`src/rtl/imem_loader_if.sv`:
```
// Byte-stream input, IMEM word-write and status signals of the instruction-memory loader.
interface imem_loader_if #(
  parameter int PC_WIDTH   = 32,
  parameter int INST_WIDTH = 32
) ();
  logic                  start;
  logic                  in_valid;
  logic [7:0]            in_data;
  logic                  in_ready;
  logic                  wr_en;
  logic [PC_WIDTH-1:0]   wr_addr;
  logic [INST_WIDTH-1:0] wr_data;
  logic                  busy;
  logic                  done;
  logic                  error;
  logic                  cpu_hold;

  modport master (
    output start, in_valid, in_data,
    input  in_ready, wr_en, wr_addr, wr_data, busy, done, error, cpu_hold
  );

  modport slave (
    input  start, in_valid, in_data,
    output in_ready, wr_en, wr_addr, wr_data, busy, done, error, cpu_hold
  );
endinterface

```
`src/rtl/imem_loader.sv`:
```
// Loads IMEM from a byte stream: 4-byte LE word count, then N LE words; one write cycle per word.
// Outputs are registered; in_ready is high only while collecting bytes, so the source stalls during WRITE.
module imem_loader #(
  parameter int PC_WIDTH       = 32,
  parameter int INST_WIDTH     = 32,
  parameter int IMEM_DEPTH     = 1024,
  parameter int TIMEOUT_CYCLES = 65535
) (
  input logic          clk,
  input logic          reset,
  imem_loader_if.slave bus
);

  typedef enum logic [2:0] {IDLE, LEN, DATA, WRITE, DONE, ERR} state_t;

  localparam int                  IW        = $clog2(TIMEOUT_CYCLES + 1);
  localparam logic [IW-1:0]       IDLE_LAST = IW'(TIMEOUT_CYCLES - 1);
  localparam logic [31:0]         MAX_WORDS = 32'(IMEM_DEPTH / 4);
  localparam logic [PC_WIDTH-1:0] ADDR_STEP = PC_WIDTH'(4);

  state_t                state;
  state_t                nxt;
  logic [1:0]            byte_cnt;
  logic [IW-1:0]         idle_cnt;
  logic [INST_WIDTH-9:0] shreg;
  logic [31:0]           words_rem;
  logic [PC_WIDTH-1:0]   addr;
  logic                  accept;
  logic                  last_byte;
  logic                  timed_out;
  logic [INST_WIDTH-1:0] assembled;

  // shreg holds the previous three bytes; the newest byte lands on top, so the first byte ends in [7:0].
  assign accept    = bus.in_valid && bus.in_ready;
  assign last_byte = accept && (byte_cnt == 2'd3);
  assign assembled = {bus.in_data, shreg};
  assign timed_out = !accept && (idle_cnt == IDLE_LAST);

  always_comb begin
    nxt = state;
    unique case (state)
      IDLE, DONE, ERR: begin
        if (bus.start) nxt = LEN;
      end
      LEN: begin
        if (last_byte) begin
          if (assembled == '0)             nxt = DONE;
          else if (assembled > MAX_WORDS)  nxt = ERR;
          else                             nxt = DATA;
        end else if (timed_out) begin
          nxt = ERR;
        end
      end
      DATA: begin
        if (last_byte)      nxt = WRITE;
        else if (timed_out) nxt = ERR;
      end
      WRITE: begin
        nxt = (words_rem == 32'd1) ? DONE : DATA;
      end
      default: nxt = IDLE;
    endcase
  end

  always_ff @(posedge clk or posedge reset) begin
    if (reset) begin
      state        <= IDLE;
      byte_cnt     <= '0;
      idle_cnt     <= '0;
      shreg        <= '0;
      words_rem    <= '0;
      addr         <= '0;
      bus.in_ready <= 1'b0;
      bus.wr_en    <= 1'b0;
      bus.wr_addr  <= '0;
      bus.wr_data  <= '0;
      bus.busy     <= 1'b0;
      bus.done     <= 1'b0;
      bus.error    <= 1'b0;
      bus.cpu_hold <= 1'b1;
    end else begin
      state        <= nxt;
      bus.in_ready <= (nxt == LEN) || (nxt == DATA);
      bus.busy     <= (nxt == LEN) || (nxt == DATA) || (nxt == WRITE);
      bus.done     <= (nxt == DONE);
      bus.error    <= (nxt == ERR);
      bus.cpu_hold <= (nxt != DONE);
      bus.wr_en    <= (nxt == WRITE);

      if (nxt == WRITE) begin
        bus.wr_addr <= addr;
        bus.wr_data <= assembled;
      end

      if ((nxt == LEN) && (state != LEN)) begin
        byte_cnt  <= '0;
        idle_cnt  <= '0;
        shreg     <= '0;
        words_rem <= '0;
        addr      <= '0;
      end else if ((state == LEN) || (state == DATA)) begin
        if (accept) begin
          byte_cnt <= byte_cnt + 2'd1;
          shreg    <= assembled[INST_WIDTH-1:8];
          idle_cnt <= '0;
        end else begin
          idle_cnt <= idle_cnt + IW'(1);
        end
        if ((state == LEN) && last_byte) words_rem <= 32'(assembled);
      end else if (state == WRITE) begin
        words_rem <= words_rem - 32'd1;
        // The final word leaves the address on the last written slot rather than one past IMEM.
        if (words_rem != 32'd1) addr <= addr + ADDR_STEP;
      end
    end
  end

endmodule

```
`src/flat_wrapper.sv`:
```
// flat-port wrapper written by rule: the top's interface ports become plain ports
module imem_loader_flat 
#(
  parameter int PC_WIDTH       = 32,
  parameter int INST_WIDTH     = 32,
  parameter int IMEM_DEPTH     = 1024,
  parameter int TIMEOUT_CYCLES = 65535
)
  (clk, reset, bus_start, bus_in_valid, bus_in_data, bus_in_ready, bus_wr_en, bus_wr_addr, bus_wr_data, bus_busy, bus_done, bus_error, bus_cpu_hold);
  imem_loader_if #(.PC_WIDTH(PC_WIDTH), .INST_WIDTH(INST_WIDTH)) bus_i ();
  input logic clk;
  input logic reset;
  input wire logic [$bits(bus_i.start)-1:0] bus_start;
  input wire logic [$bits(bus_i.in_valid)-1:0] bus_in_valid;
  input wire logic [$bits(bus_i.in_data)-1:0] bus_in_data;
  output wire logic [$bits(bus_i.in_ready)-1:0] bus_in_ready;
  output wire logic [$bits(bus_i.wr_en)-1:0] bus_wr_en;
  output wire logic [$bits(bus_i.wr_addr)-1:0] bus_wr_addr;
  output wire logic [$bits(bus_i.wr_data)-1:0] bus_wr_data;
  output wire logic [$bits(bus_i.busy)-1:0] bus_busy;
  output wire logic [$bits(bus_i.done)-1:0] bus_done;
  output wire logic [$bits(bus_i.error)-1:0] bus_error;
  output wire logic [$bits(bus_i.cpu_hold)-1:0] bus_cpu_hold;
  assign bus_i.start = bus_start;
  assign bus_i.in_valid = bus_in_valid;
  assign bus_i.in_data = bus_in_data;
  assign bus_in_ready = bus_i.in_ready;
  assign bus_wr_en = bus_i.wr_en;
  assign bus_wr_addr = bus_i.wr_addr;
  assign bus_wr_data = bus_i.wr_data;
  assign bus_busy = bus_i.busy;
  assign bus_done = bus_i.done;
  assign bus_error = bus_i.error;
  assign bus_cpu_hold = bus_i.cpu_hold;
  imem_loader #(.PC_WIDTH(PC_WIDTH), .INST_WIDTH(INST_WIDTH), .IMEM_DEPTH(IMEM_DEPTH), .TIMEOUT_CYCLES(TIMEOUT_CYCLES)) u_core (.clk(clk), .reset(reset), .bus(bus_i));
endmodule
```
`config.mk`:
```
export PLATFORM = sky130hd
export DESIGN_NAME = imem_loader_flat
export DESIGN_NICKNAME = d
export VERILOG_FILES = /design/src/rtl/imem_loader_if.sv /design/src/rtl/imem_loader.sv /design/src/flat_wrapper.sv
export SDC_FILE = /design/constraint.sdc
export NUM_CORES = 1
export LEC_CHECK = 0
export ABC_AREA = 1
export CAP_MARGIN = 20
export CORE_UTILIZATION = 58
export CTS_CLUSTER_SIZE = 8
export DETAILED_ROUTE_END_ITERATION = 12
export PLACE_DENSITY = 0.87
export SYNTH_ARGS = -nofsm -noshare
export SYNTH_HDL_FRONTEND = slang
export SYNTH_SLANG_ARGS = --single-unit
```
`constraint.sdc`:
```
create_clock -name clk -period 8.1 [get_ports clk]
set_input_delay 1.62 -clock clk [delete_from_list [all_inputs] [get_ports clk]]
set_output_delay 1.62 -clock clk [all_outputs]
set_load 0.02 [all_outputs]
```
==> summary by stage, run 1 <==
Hold path
The tightest min-delay check is of the reg -> reg type.

Pwr
The leakage power is 5.34 nW. The worst-case IR drop observed on VDD is 271 µV. The areal power density over the cells is 343 mW/mm². Sequential cells account for 30.5% of the total power.

The clock group share of total power is 23.5%. The cell internal power dissipation is 1.99 mW. The net load switching power is 1.74 mW.

The share of total power consumed by net switching is 46.7%. The design draws 3.73 mW. The fraction of power consumed by combinational cells is 46.0%.

Clock tree
The total of hold buffers inserted after clock tree synthesis is 0. The clock tree buffer depth is 2. TritonCTS built the clock tree. The H-tree was split into 4 levels.

The number of buffers created by CTS is 17. Counting every sink on the clock net gives 175. CTS placed an instance of sky130_fd_sc_hd__clkbuf_16 at the clock tree root.

The number of setup buffers added after CTS is 0. Clock latency on the worst-skew pair, taken at its later pin, is 0.44 ns. In this run, post-CTS repair resized a total of 0 instances. After clock tree synthesis, the clock-pin slew on the worst setup and hold paths is 0.07 ns.

Timing
The final setup TNS is 0 ns. The final hold violation count was 0. Setup repair after global routing left no endpoint under its margin.

In this run the tightest slew margin relative to its limit is 26.0%. The setup clock skew after layout is 0.0103 ns. The highest achievable clock rate is 0.178 GHz. The final worst-path cycle share is 69.3%. The setup violation total in the final timing report is 0. At the pin with the least slew margin, the transition time is 1.11 ns. On the final layout, the worst hold slack is 0.486 ns.

The smallest setup slack after layout is 2.48 ns. The max-slew violation total from the final report is 0. The final critical delay including setup and external delays is 5.62 ns.

Floorplanning
The number of primary I/O pins is 82. The die span in x is 130 µm. The effective utilization at floorplan is 59.6%. The total core area is 0.0159 mm². Row generation in the floorplan step produced 46 rows. In this run the vertical extent of the chip is 130 µm. The die outline area is 0.0168 mm².

Critical path
The delay of the slowest cell on the worst path is 0.81 ns. The data arrival time of the worst path is 5.99 ns. The required time of the critical path is 8.47 ns. The nature of the critical path endpoint is a flop. By startpoint and endpoint, the worst setup path is classified as in -> reg. The worst setup path is launched from a primary input. Walking the worst path, the cells encountered are clkdlybuf4s50_1 > nand2_1 > clkinv_1 > nand2_1 > nand2_1 > inv_1 > a21oi_1 > nand2_1 > nand2_2 > nand2_2 > nor2_4 > buf_4 > nor2_1 > nand2_1 > nand2_1. The largest individual stage delay along the critical path comes from the cell sky130_fd_sc_hd__clkinv_1. The sum of buffers and inverters on the critical path is 4. The critical path's top delay family is simple AND/OR/NAND/NOR gates.

The cell that appears most often on the critical path is sky130_fd_sc_hd__nand2_1. Along the worst path, the maximum fanout reaches 57.

Finish
The multi-input gate area in the final layout is 0.00429 mm². The area used by sequential logic in the layout is 0.00438 mm². The area of all placed cells without fillers is 0.0109 mm².

Fill cells in the final layout number 1289. In the final layout, the share of cells above drive strength 1 is 5.35%. Relative to the synthesized area, the layout overhead comes to 15.1%.

Once layout is complete, the cells apart from fillers number 1544. The antenna diode count is 0. After the last flow step, the layout net total stands at 1333.

The end-of-flow core utilization is 68.6%.

Global routing
The fraction of met1 tracks used by global routing is 42.7%. Entering global routing, the biggest net connects 105 pins. The busiest metal layer after global routing is met2. The total overflow reported by the global router is 0.

The number of antenna violations at the first check in global routing came to 0. The number of global-route vias before repair is 8233. Global routing consumed, over all layers together, 30.6% of the routing resources.

The global-route met2 utilization is 47.9%. The global-route track usage on met3 is 5.04%. The global-route wire length before repair is 40200 µm.

Yosys
The most frequently used cell type in the post-synthesis netlist is sky130_fd_sc_hd__nand2_1. Counting flops with a built-in enable in the synthesized netlist gives 0. Ranked by total cell area, the synthesized netlist is headed by sky130_fd_sc_hd__dfrtp_1, sky130_fd_sc_hd__nand2_1, sky130_fd_sc_hd__nor2_1. The synthesized area divided by synthesized cell count is 7.49 µm². The number of distinct standard cells referenced by the synthesized netlist is 43. The number of standard cells after synthesis is 1264.

Summing the sequential cell areas from Yosys gives 46.3% of the chip area. The library cell occupying the most area in the post-synthesis netlist is sky130_fd_sc_hd__dfrtp_1. The predominant post-synthesis flop cell is sky130_fd_sc_hd__dfrtp_1. The cell area after synthesis is 0.00946 mm². The number of warning messages in the yosys log is 0. After synthesis, the most frequently instantiated cells are sky130_fd_sc_hd__nand2_1, sky130_fd_sc_hd__nor2_1, sky130_fd_sc_hd__dfrtp_1.

The total of flip-flops plus latches after synthesis is 175. The share of synthesized registers carrying an async set or reset is 100%. The share of the synthesized area in the top cell type is 46.0%.

Routing
Using the TritonRoute via totals, the vias-per-cell ratio works out to 5.81. After detailed routing, the number of remaining DRC violations is 0. In the final routed layout, each cell accounts on average for 15.9 µm. The via count is 8976. The pre-antenna-repair detailed-routing pass consisted of 7 iterations. After detailed routing, the total wire length is 24600 µm. For this block, the initial DRC count from the detailed router was 1148.

In this run the remaining antenna-violating nets after routing total 0.

Placed design
OpenSTA, run right after detailed placement, puts the worst setup slack at 2.29 ns. The placed instances occupy a cell area of 0.0103 mm². In this run, placement finished with an instance count of 1512. At the end of routability-driven placement, the weighted congestion stood at 0.935. The detailed-placement wirelength estimate is 16400 µm. The count of input and output buffers is 79.

Job
Across the run, the number of max-cap violations was 0.

Run status
The run finished with clean final reports.
==> worst reg2reg max path, stage by stage, from the launching register on <==
cell	delay, ns
sky130_fd_sc_hd__dfrtp_1	0.40
sky130_fd_sc_hd__nand2_1	0.81
sky130_fd_sc_hd__clkinv_1	0.82
sky130_fd_sc_hd__nand2_1	0.36
sky130_fd_sc_hd__nand2_1	0.10
sky130_fd_sc_hd__inv_1	0.07
sky130_fd_sc_hd__a21oi_1	0.06
sky130_fd_sc_hd__nand2_1	0.07
sky130_fd_sc_hd__nand2_2	0.11
sky130_fd_sc_hd__nand2_2	0.18
sky130_fd_sc_hd__nor2_4	0.04
sky130_fd_sc_hd__buf_4	0.32
sky130_fd_sc_hd__nor2_1	0.81
sky130_fd_sc_hd__nand2_1	0.13
sky130_fd_sc_hd__nand2_1	0.11
==> power by group through the flow <==
stage	Sequential, mW	Combinational, mW	Clock [mW]
3_3_place_gp	1.14	1.61	0
5_1_grt	1.15	1.90	0.915
4_1_cts	1.13	1.68	0.877
3_5_place_dp	1.14	1.66	0
2_1_floorplan	1.11	1.34	0
6_report	1.14	1.72	0.876
==> placed cells by master, fill, tap and decap left out, types with 7 or more instances in the layout <==
master / Yosys / routed
sky130_fd_sc_hd__nand4_1: 18 / 18
sky130_fd_sc_hd__a21oi_1: 18 / 18
sky130_fd_sc_hd__nand3_1: 82 / 82
sky130_fd_sc_hd__clkdlybuf4s50_1: 0 / 79
sky130_fd_sc_hd__nand2_1: 345 / 345
sky130_fd_sc_hd__nor3_1: 12 / 12
sky130_fd_sc_hd__nor2_1: 198 / 198
sky130_fd_sc_hd__xor2_1: 27 / 27
sky130_fd_sc_hd__o21ai_2: 9 / 9
sky130_fd_sc_hd__inv_1: 127 / 125
sky130_fd_sc_hd__nor4_1: 10 / 10
sky130_fd_sc_hd__clkbuf_16: 0 / 17
sky130_fd_sc_hd__o21ai_1: 13 / 13
sky130_fd_sc_hd__o21ai_0: 89 / 89
sky130_fd_sc_hd__dfrtp_1: 174 / 174
sky130_fd_sc_hd__inv_6: 0 / 7
sky130_fd_sc_hd__o211ai_1: 34 / 34
==> final timing paths <==
path,startpoint,endpoint,slack [ns],cells past startpoint
max in group asynchronous,reset,u_core.words_rem[15],4.91,3
min in group asynchronous,reset,u_core.bus.wr_data[5],1.73,2
worst max register to register,u_core.bus.in_ready,u_core.words_rem[27],3.66,14
worst min register to register,u_core.bus.wr_data[10],u_core.bus.wr_data[10],0.49,2
worst max-delay path,bus_in_valid,u_core.words_rem[27],2.48,15
worst min-delay path,u_core.bus.wr_data[10],u_core.bus.wr_data[10],0.49,2
==> sequential cells by signal, indices dropped and copies added (netlist names), 2 cells and up <==
register,count
u_core.addr,30
u_core.shreg,24
u_core.bus.wr_data,32
u_core.bus.wr_addr,30
u_core.state,3
u_core.idle_cnt,16
u_core.words_rem,32
u_core.byte_cnt,2
==> per-layer routing <==
layer | wire (µm) | up-vias
met5 | 0 | -
met4 | 547 | 0
met3 | 2000 | 58
met2 | 11500 | 485
met1 | 10500 | 4279
li1 | - | 4154
==> cells by family (layout without fill, tap and decap cells) <==
kind of cell    count (synthesis)  in the layout  share of synthesized area, %
compound gates                181            181                          11.4
xor+xnor                       28             28                          2.59
fa+ha+maj                       6              6                         0.793
buf+inv                       184            247                          8.46
flops                         175            175                          46.3
other cells                     1              2                        0.0396
simple gates                  689            689                          30.4
==> layout make-up <==
type,instances,share of cell area [%]
tap,216,2.48
multi-input combinational,906,39.4
timing repair buffer,85,7.67
sequential,175,40.2
clock inverter,15,1.84
clock buffer,17,3.90
inverter,130,4.53
Note: power is estimated with default switching activity, not from simulation.
==> run 2: changes to the inputs <==
==> constraint.sdc (replaced) <==
create_clock -name clk -period 5.7 [get_ports clk]
set_input_delay 1.14 -clock clk [delete_from_list [all_inputs] [get_ports clk]]
set_output_delay 1.14 -clock clk [all_outputs]
set_load 0.02 [all_outputs]
==> run 2 against run 1 <==
  * Global-route usage decreased by 0.69 points
  * Register-to-register slack worse by 1.6 ns
  * Critical endpoint is now u_core.words_rem[28]
  * Cell area fell by 0.40%
  * Clock skew shrank 0.0018 ns
  * Routed wire length down 1.2%
  * Via count shrank 1.6%
  * Critical path type unchanged
==> summary by stage, run 2 (synthesis results as in run 1) <==
Global routing
The number of antenna violations at the first check in global routing is 0 (unchanged). The total routing resource utilization after global routing is 29.9% (was 30.6%). The global-route wire length before repair was 39400 µm (was 40200 µm). The total overflow reported by the global router is 0 (unchanged). The maximum number of pins on one net before global-route repair is 176 (was 105). The number of global-route vias before repair was 8190 (was 8233).

Timing
The final hold violation count is 0 (unchanged). The final critical delay including setup and external delays is 4.39 ns. The final setup TNS came to 0 ns (unchanged).

The transition time of the tightest slew-check pin is 0.997 ns (was 1.11 ns). The final worst-path cycle share is 77.0%. The setup clock skew after layout is 0.00852 ns (was 0.0103 ns). For this run, the top clock speed supported by timing is 0.228 GHz. The max-slew violation total from the final report is 0 (unchanged). The setup violation total in the final timing report was 0 (unchanged). Unrepaired setup endpoints after global routing: false (unchanged). The headroom to the max-slew limit is 33.5% (was 26.0%). The smallest setup slack after layout is 1.31 ns (was 2.48 ns).

Job
The reported max-cap violation count was 0 (unchanged).

Finish
The area growth from synthesis to layout is 14.7% (was 15.1%). The commonest non-fill, non-tap cell in the layout is sky130_fd_sc_hd__nand2_1 (unchanged). The area of all placed cells without fillers is 0.0109 mm² (about the same). The end-of-flow core utilization is 68.3% (was 68.6%). The fill cell total of the finished layout is 1274 (was 1289). Largest registers in the final layout: u_core.bus.wr_data x32, u_core.words_rem x32 (unchanged). The proportion of layout cells with a drive suffix above 1 is 5.35% (unchanged). The number of nets in the layout is 1334 (was 1333). Top library cells by usage in the layout, fill and taps aside: sky130_fd_sc_hd__nand2_1, sky130_fd_sc_hd__nor2_1, sky130_fd_sc_hd__dfrtp_1 (unchanged). The antenna diode count is 0 (unchanged).

Routing
The total wire length is 24300 µm (was 24600 µm). The iteration count of the initial detailed-routing pass is 6 (was 7). The post-detailed-route DRC marker count was 0 (unchanged). The violation count after the first detailed-routing iteration came to 1013 (was 1148). The per-cell routed wire length is 15.7 µm (was 15.9 µm). The via count is 8831 (was 8976). The detailed-route vias per instance is 5.72 (was 5.81).

The number of nets with antenna violations after routing came to 0 (unchanged).

Clock tree
The root buffer selected by CTS is sky130_fd_sc_hd__clkbuf_16 (unchanged). The total of hold buffers inserted after clock tree synthesis came to 0 (unchanged). The number of setup buffers added after CTS is 0 (unchanged).

The clock latency on the worst-skew pair is 0.43 ns (was 0.44 ns). The count of instances resized after the clock tree is built is 0 (unchanged). The clock sink count is 175 (unchanged). The clock tree buffer depth is 2 (unchanged). The number of buffers created by CTS is 17 (unchanged).

The clock-pin slew on the worst setup and hold paths was 0.06 ns (was 0.07 ns). The clock tree from TritonCTS was done (unchanged). The number of H-tree levels is 4 (unchanged).

Floorplanning
The effective utilization at floorplan came to 59.6% (unchanged). The die outline area is 0.0168 mm² (unchanged). The die span in x is 130 µm (unchanged). The total core area is 0.0159 mm² (unchanged). The number of primary I/O pins is 82 (unchanged). The vertical die dimension was 130 µm (unchanged). The number of rows created at floorplan came to 46 (unchanged).

Pwr
The leakage power was 5.30 nW (was 5.34 nW). The areal power density over the cells is 475 mW/mm² (was 343 mW/mm²). The worst-case vdd ir drop is 403 µV (was 271 µV).

The sum of internal, switching and leakage power was 5.16 mW (was 3.73 mW).

Placed design
The count of input and output buffers is 79 (unchanged). The setup slack after placement was 0.969 ns (was 2.29 ns). The detailed-placement wirelength estimate came to 16100 µm (was 16400 µm). The routability-driven placement congestion ratio is 0.921 (was 0.935). The placed standard-cell area came to 0.0103 mm² (about the same).

Critical path
The startpoint type of the worst setup path is a primary input (unchanged). The delay of the slowest cell on the worst path is 0.93 ns (was 0.81 ns). The cell with the most instances on the worst path is sky130_fd_sc_hd__nand2_1 (unchanged).

The kind of critical path was in -> reg (unchanged). The worst-path cell with the longest stage delay is sky130_fd_sc_hd__nor2_1 (was sky130_fd_sc_hd__clkinv_1). The data arrival time of the worst path came to 4.76 ns (was 5.99 ns). The required time of the critical path is 6.07 ns (was 8.47 ns). The nature of the critical path endpoint is a flop (unchanged). The maximum net fanout on the critical path is 30 (was 57). CP Cell Sequence: clkdlybuf4s50_1 > nand2_1 > buf_4 > clkinv_1 > nand2_1 > inv_1 > o21ai_0 > inv_1 > nor2_1 > nand2_1 > nand2_1 (was clkdlybuf4s50_1 > nand2_1 > clkinv_1 > nand2_1 > nand2_1 > inv_1 > a21oi_1 > nand2_1 > nand2_2 > nand2_2 > nor2_4 > buf_4 > nor2_1 > nand2_1 > nand2_1).

Hold path
The worst hold path class is reg -> reg (unchanged).

Run status
Outcome: complete, no violations (unchanged).
run 2: cell count changes in the layout (fill, tap and decap cells not counted):
cell	change
sky130_fd_sc_hd__buf_12	+1
sky130_fd_sc_hd__bufinv_16	-2
sky130_fd_sc_hd__clkbuf_8	+2
sky130_fd_sc_hd__clkinv_2	+2
sky130_fd_sc_hd__clkinv_8	-1
sky130_fd_sc_hd__clkinvlp_4	+4
sky130_fd_sc_hd__inv_6	-5
sky130_fd_sc_hd__inv_8	-1
run 2: final timing paths:
kind / from / endpoint / slack, ns / cells past startpoint
worst min-delay path: u_core.bus.wr_addr[7] / u_core.bus.wr_addr[7] / 0.48 / 2
max in group asynchronous: reset / u_core.state[2] / 3.63 / 3
min in group asynchronous: reset / u_core.bus.wr_data[1] / 1.29 / 3
worst max-delay path: bus_in_valid / u_core.words_rem[28] / 1.31 / 11
worst min register to register: u_core.bus.wr_addr[7] / u_core.bus.wr_addr[7] / 0.48 / 2
worst max register to register: u_core.bus.in_ready / u_core.words_rem[28] / 2.05 / 10
run 2: layout make-up:
| class | count | area (µm²) | area share (%) |
|---|---|---|---|
| clock inverters | 12 | 110 | 1.01 |
| flip-flops and latches | 175 | 4380 | 40.4 |
| inverters | 130 | 492 | 4.53 |
| well taps | 216 | 270 | 2.49 |
| repair buffers | 86 | 856 | 7.89 |
| multi-input cells | 906 | 4290 | 39.5 |
| clock buffers | 19 | 453 | 4.17 |
run 2: power by group:
part           total [mW]  switching (mW)  internal [mW]
clock                1.12           0.494          0.623
sequential           1.62           0.202           1.42
combinational        2.42            1.71          0.708
run 2: per-stage QoR:
stage / cells / hold WS, ns
CTS: 1544 / 0.486
global route: 1544 / 0.516
finish: 1544 / 0.484
detailed placement: 1513 / 0.469
floorplan: 1265 / 0.483
global placement: 1513 / 0.461
run 2: per-layer routing:
metal | vias up | wire length, µm | global-route usage (%)
li1 | 4154 | - | -
met1 | 4170 | 10200 | 41.5
met2 | 440 | 11300 | 47.1
met3 | 67 | 2010 | 4.51
met4 | 0 | 675 | 12.4
met5 | - | 0 | 0
run 2: worst max-delay path: cells and delay by family:
family | cells | cell delay (ns)
simple gates | 5 | 1.54
compound gates | 1 | 0.23
buf+inv | 5 | 1.83
==> run 3: changes to the inputs <==
--- a/config.mk
+++ b/config.mk
@@ -7,10 +7,10 @@
 export LEC_CHECK = 0
 export ABC_AREA = 1
 export CAP_MARGIN = 20
-export CORE_UTILIZATION = 58
+export CORE_UTILIZATION = 53
 export CTS_CLUSTER_SIZE = 8
 export DETAILED_ROUTE_END_ITERATION = 12
-export PLACE_DENSITY = 0.87
+export PLACE_DENSITY = 0.84
 export SYNTH_ARGS = -nofsm -noshare
 export SYNTH_HDL_FRONTEND = slang
 export SYNTH_SLANG_ARGS = --single-unit
==> constraint.sdc (replaced) <==
create_clock -name clk -period 3.95 [get_ports clk]
set_input_delay 0.79 -clock clk [delete_from_list [all_inputs] [get_ports clk]]
set_output_delay 0.79 -clock clk [all_outputs]
set_load 0.02 [all_outputs]
==> run 3 against run 2 <==
  * Sequential cell count did not move
  * Sequential power increased by 45%
  * Combinational power up 48%
  * Via count fell by 1.8%
  * Largest power group unchanged
  * Highest routed layer unchanged
==> summary by stage, run 3 (synthesis results as in run 1) <==
Critical path
The kind of critical path is in -> reg (unchanged). The startpoint type of the worst setup path is a primary input (unchanged). The start point of the critical path was bus_in_valid (unchanged). The launch instance of the worst register-to-register path is u_core.words_rem[1] (was u_core.bus.in_ready). The data arrival time of the worst path is 3.27 ns (was 4.76 ns). The required time of the critical path came to 4.22 ns (was 6.07 ns). The worst-case register-to-register setup slack was 1.00 ns (was 2.05 ns). The capture instance of the worst register-to-register path is u_core.bus.wr_data[8] (was u_core.words_rem[28]). The nature of the critical path endpoint is a flop (unchanged). The worst-case reg-to-reg path depth came to 12 (was 10). The maximum net fanout on the critical path was 113 (was 30).

Routing
The detailed-route vias per instance came to 5.56 (was 5.72). The number of nets with antenna violations after routing was 0 (unchanged). The post-detailed-route DRC marker count is 0 (unchanged).

The per-cell routed wire length is 15.7 µm (about the same). The via count was 8670 (was 8831). The iteration count of the initial detailed-routing pass is 5 (was 6).

The violation count after the first detailed-routing iteration is 830 (was 1013). The total wire length came to 24500 µm (was 24300 µm).

Clock tree
The clock-pin slew on the worst setup and hold paths came to 0.06 ns (about the same). The number of setup buffers added after CTS is 0 (unchanged). The clock latency on the worst-skew pair is 0.43 ns (about the same). The count of instances resized after the clock tree is built is 0 (unchanged).

The clock sink count is 175 (unchanged). The number of buffers created by CTS came to 17 (unchanged). The clock tree from TritonCTS is done (unchanged). The number of H-tree levels came to 4 (unchanged).

The total of hold buffers inserted after clock tree synthesis is 0 (unchanged). The clock tree buffer depth is 2 (unchanged). The root buffer selected by CTS is sky130_fd_sc_hd__clkbuf_16 (unchanged).

Placed design
The number of cells after detailed placement is 1530 (was 1513). The routability-driven placement congestion ratio is 0.940 (was 0.921). The placed standard-cell area is 0.0104 mm² (was 0.0103 mm²). The detailed-placement wirelength estimate is 16700 µm (was 16100 µm). The setup slack after placement is 0.533 ns (was 0.969 ns).

The count of input and output buffers was 79 (unchanged).

Pwr
The worst-case vdd ir drop is 415 µV (was 403 µV). The sum of internal, switching and leakage power is 7.53 mW (was 5.16 mW). The leakage power is 5.34 nW (was 5.30 nW).

The areal power density over the cells is 689 mW/mm² (was 475 mW/mm²).

Finish
Top library cells by usage in the layout, fill and taps aside: sky130_fd_sc_hd__nand2_1, sky130_fd_sc_hd__nor2_1, sky130_fd_sc_hd__dfrtp_1 (unchanged). The number of standard cells in the layout, taps in and fillers out is 1560 (was 1544). The number of nets in the layout is 1342 (was 1334).

The area growth from synthesis to layout is 15.5% (was 14.7%). The proportion of layout cells with a drive suffix above 1 was 5.70% (was 5.35%). The area of all placed cells without fillers is 0.0109 mm² (about the same). The commonest non-fill, non-tap cell in the layout is sky130_fd_sc_hd__nand2_1 (unchanged). The end-of-flow core utilization is 63.0% (was 68.3%).

Largest registers in the final layout: u_core.bus.wr_data x32, u_core.words_rem x32 (unchanged). The fill cell total of the finished layout is 1499 (was 1274).

Timing
The headroom to the max-slew limit is 34.9% (was 33.5%). Unrepaired setup endpoints after global routing: false (unchanged). The transition time of the tightest slew-check pin is 0.977 ns (was 0.997 ns). The smallest setup slack after layout is 0.950 ns (was 1.31 ns).

Timing would allow up to 0.333 GHz. The max-slew violation total from the final report is 0 (unchanged). The final critical delay including setup and external delays is 3.00 ns. The final worst-path cycle share is 76.0%. The final hold violation count is 0 (unchanged).

The worst hold margin was 0.483 ns (was 0.484 ns). The final setup TNS is 0 ns (unchanged). The setup clock skew after layout is 0.00665 ns (was 0.00852 ns). The setup violation total in the final timing report is 0 (unchanged).

Hold path
The hold-critical path depth is 2 (unchanged). The hold path startpoint is u_core.bus.wr_data[17] (was u_core.bus.wr_addr[7]). The worst hold path class is reg -> reg (unchanged). The capture endpoint of the worst hold path is u_core.bus.wr_data[17] (was u_core.bus.wr_addr[7]).

Global routing
The global-route wire length before repair is 40000 µm (was 39400 µm). The number of global-route vias before repair is 8058 (was 8190). The maximum number of pins on one net before global-route repair is 117 (was 176).

The number of antenna violations at the first check in global routing came to 1 (was 0). The total overflow reported by the global router is 0 (unchanged). The total routing resource utilization after global routing came to 27.9% (was 29.9%).

Run status
Outcome: complete, no violations (unchanged).

Floorplanning
The vertical die dimension is 136 µm (was 130 µm). The effective utilization at floorplan is 54.5% (was 59.6%). The number of primary I/O pins is 82 (unchanged). The die outline area is 0.0184 mm² (was 0.0168 mm²). The total core area came to 0.0174 mm² (was 0.0159 mm²). The number of rows created at floorplan is 48 (was 46). The die span in x is 136 µm (was 130 µm).

Job
The reported max-cap violation count is 0 (unchanged).
run 3: report_power, final:
part	internal (mW)	switching, mW
sequential	2.04	0.304
clock	0.891	0.712
combinational	1.09	2.49
total	4.03	3.50
run 3: final cells by class:
cell class,instances,area (µm²),share of cell area [%]
diodes,1,2.50,0.0229
well taps,225,282,2.58
repair buffers,94,941,8.61
clock buffers,20,457,4.18
flip-flops and latches,175,4380,40.1
inverters,130,492,4.50
clock inverters,9,87.6,0.801
multi-input cells,906,4290,39.2
run 3: how the worst max path moves through the flow:
stage / endpoint / slack, ns / depth (start not counted)
floorplan: u_core.addr[10] / 0.92 / 1
finish: u_core.bus.wr_data[8] / 0.95 / 13
CTS: u_core.bus.wr_addr[18] / 0.97 / 13
global placement: u_core.bus.wr_data[10] / 0.64 / 13
global route: u_core.bus.wr_data[12] / 0.64 / 13
detailed placement: u_core.bus.wr_data[12] / 0.53 / 13
run 3: routing by layer:
layer | global-route usage [%] | part of all wire [%] | vias to the layer above
met5 | 0 | 0 | -
met4 | 9.18 | 1.8 | 0
met3 | 7.22 | 8.3 | 44
met2 | 42.3 | 45 | 366
met1 | 38.8 | 45 | 4079
li1 | - | - | 4181
run 3: worst max-delay path, stage by stage:
cell                              delay (ns)
sky130_fd_sc_hd__clkdlybuf4s50_1        0.40
sky130_fd_sc_hd__nand2_1                0.09
sky130_fd_sc_hd__clkinv_1               0.08
sky130_fd_sc_hd__buf_4                  0.20
sky130_fd_sc_hd__nor3_1                 0.14
sky130_fd_sc_hd__nand2_1                0.10
sky130_fd_sc_hd__nand3_1                0.09
sky130_fd_sc_hd__nand2_2                0.07
sky130_fd_sc_hd__nor2_4                 0.16
sky130_fd_sc_hd__inv_2                  0.08
sky130_fd_sc_hd__nand2_4                0.06
sky130_fd_sc_hd__buf_4                  0.71
sky130_fd_sc_hd__o21ai_0                0.20
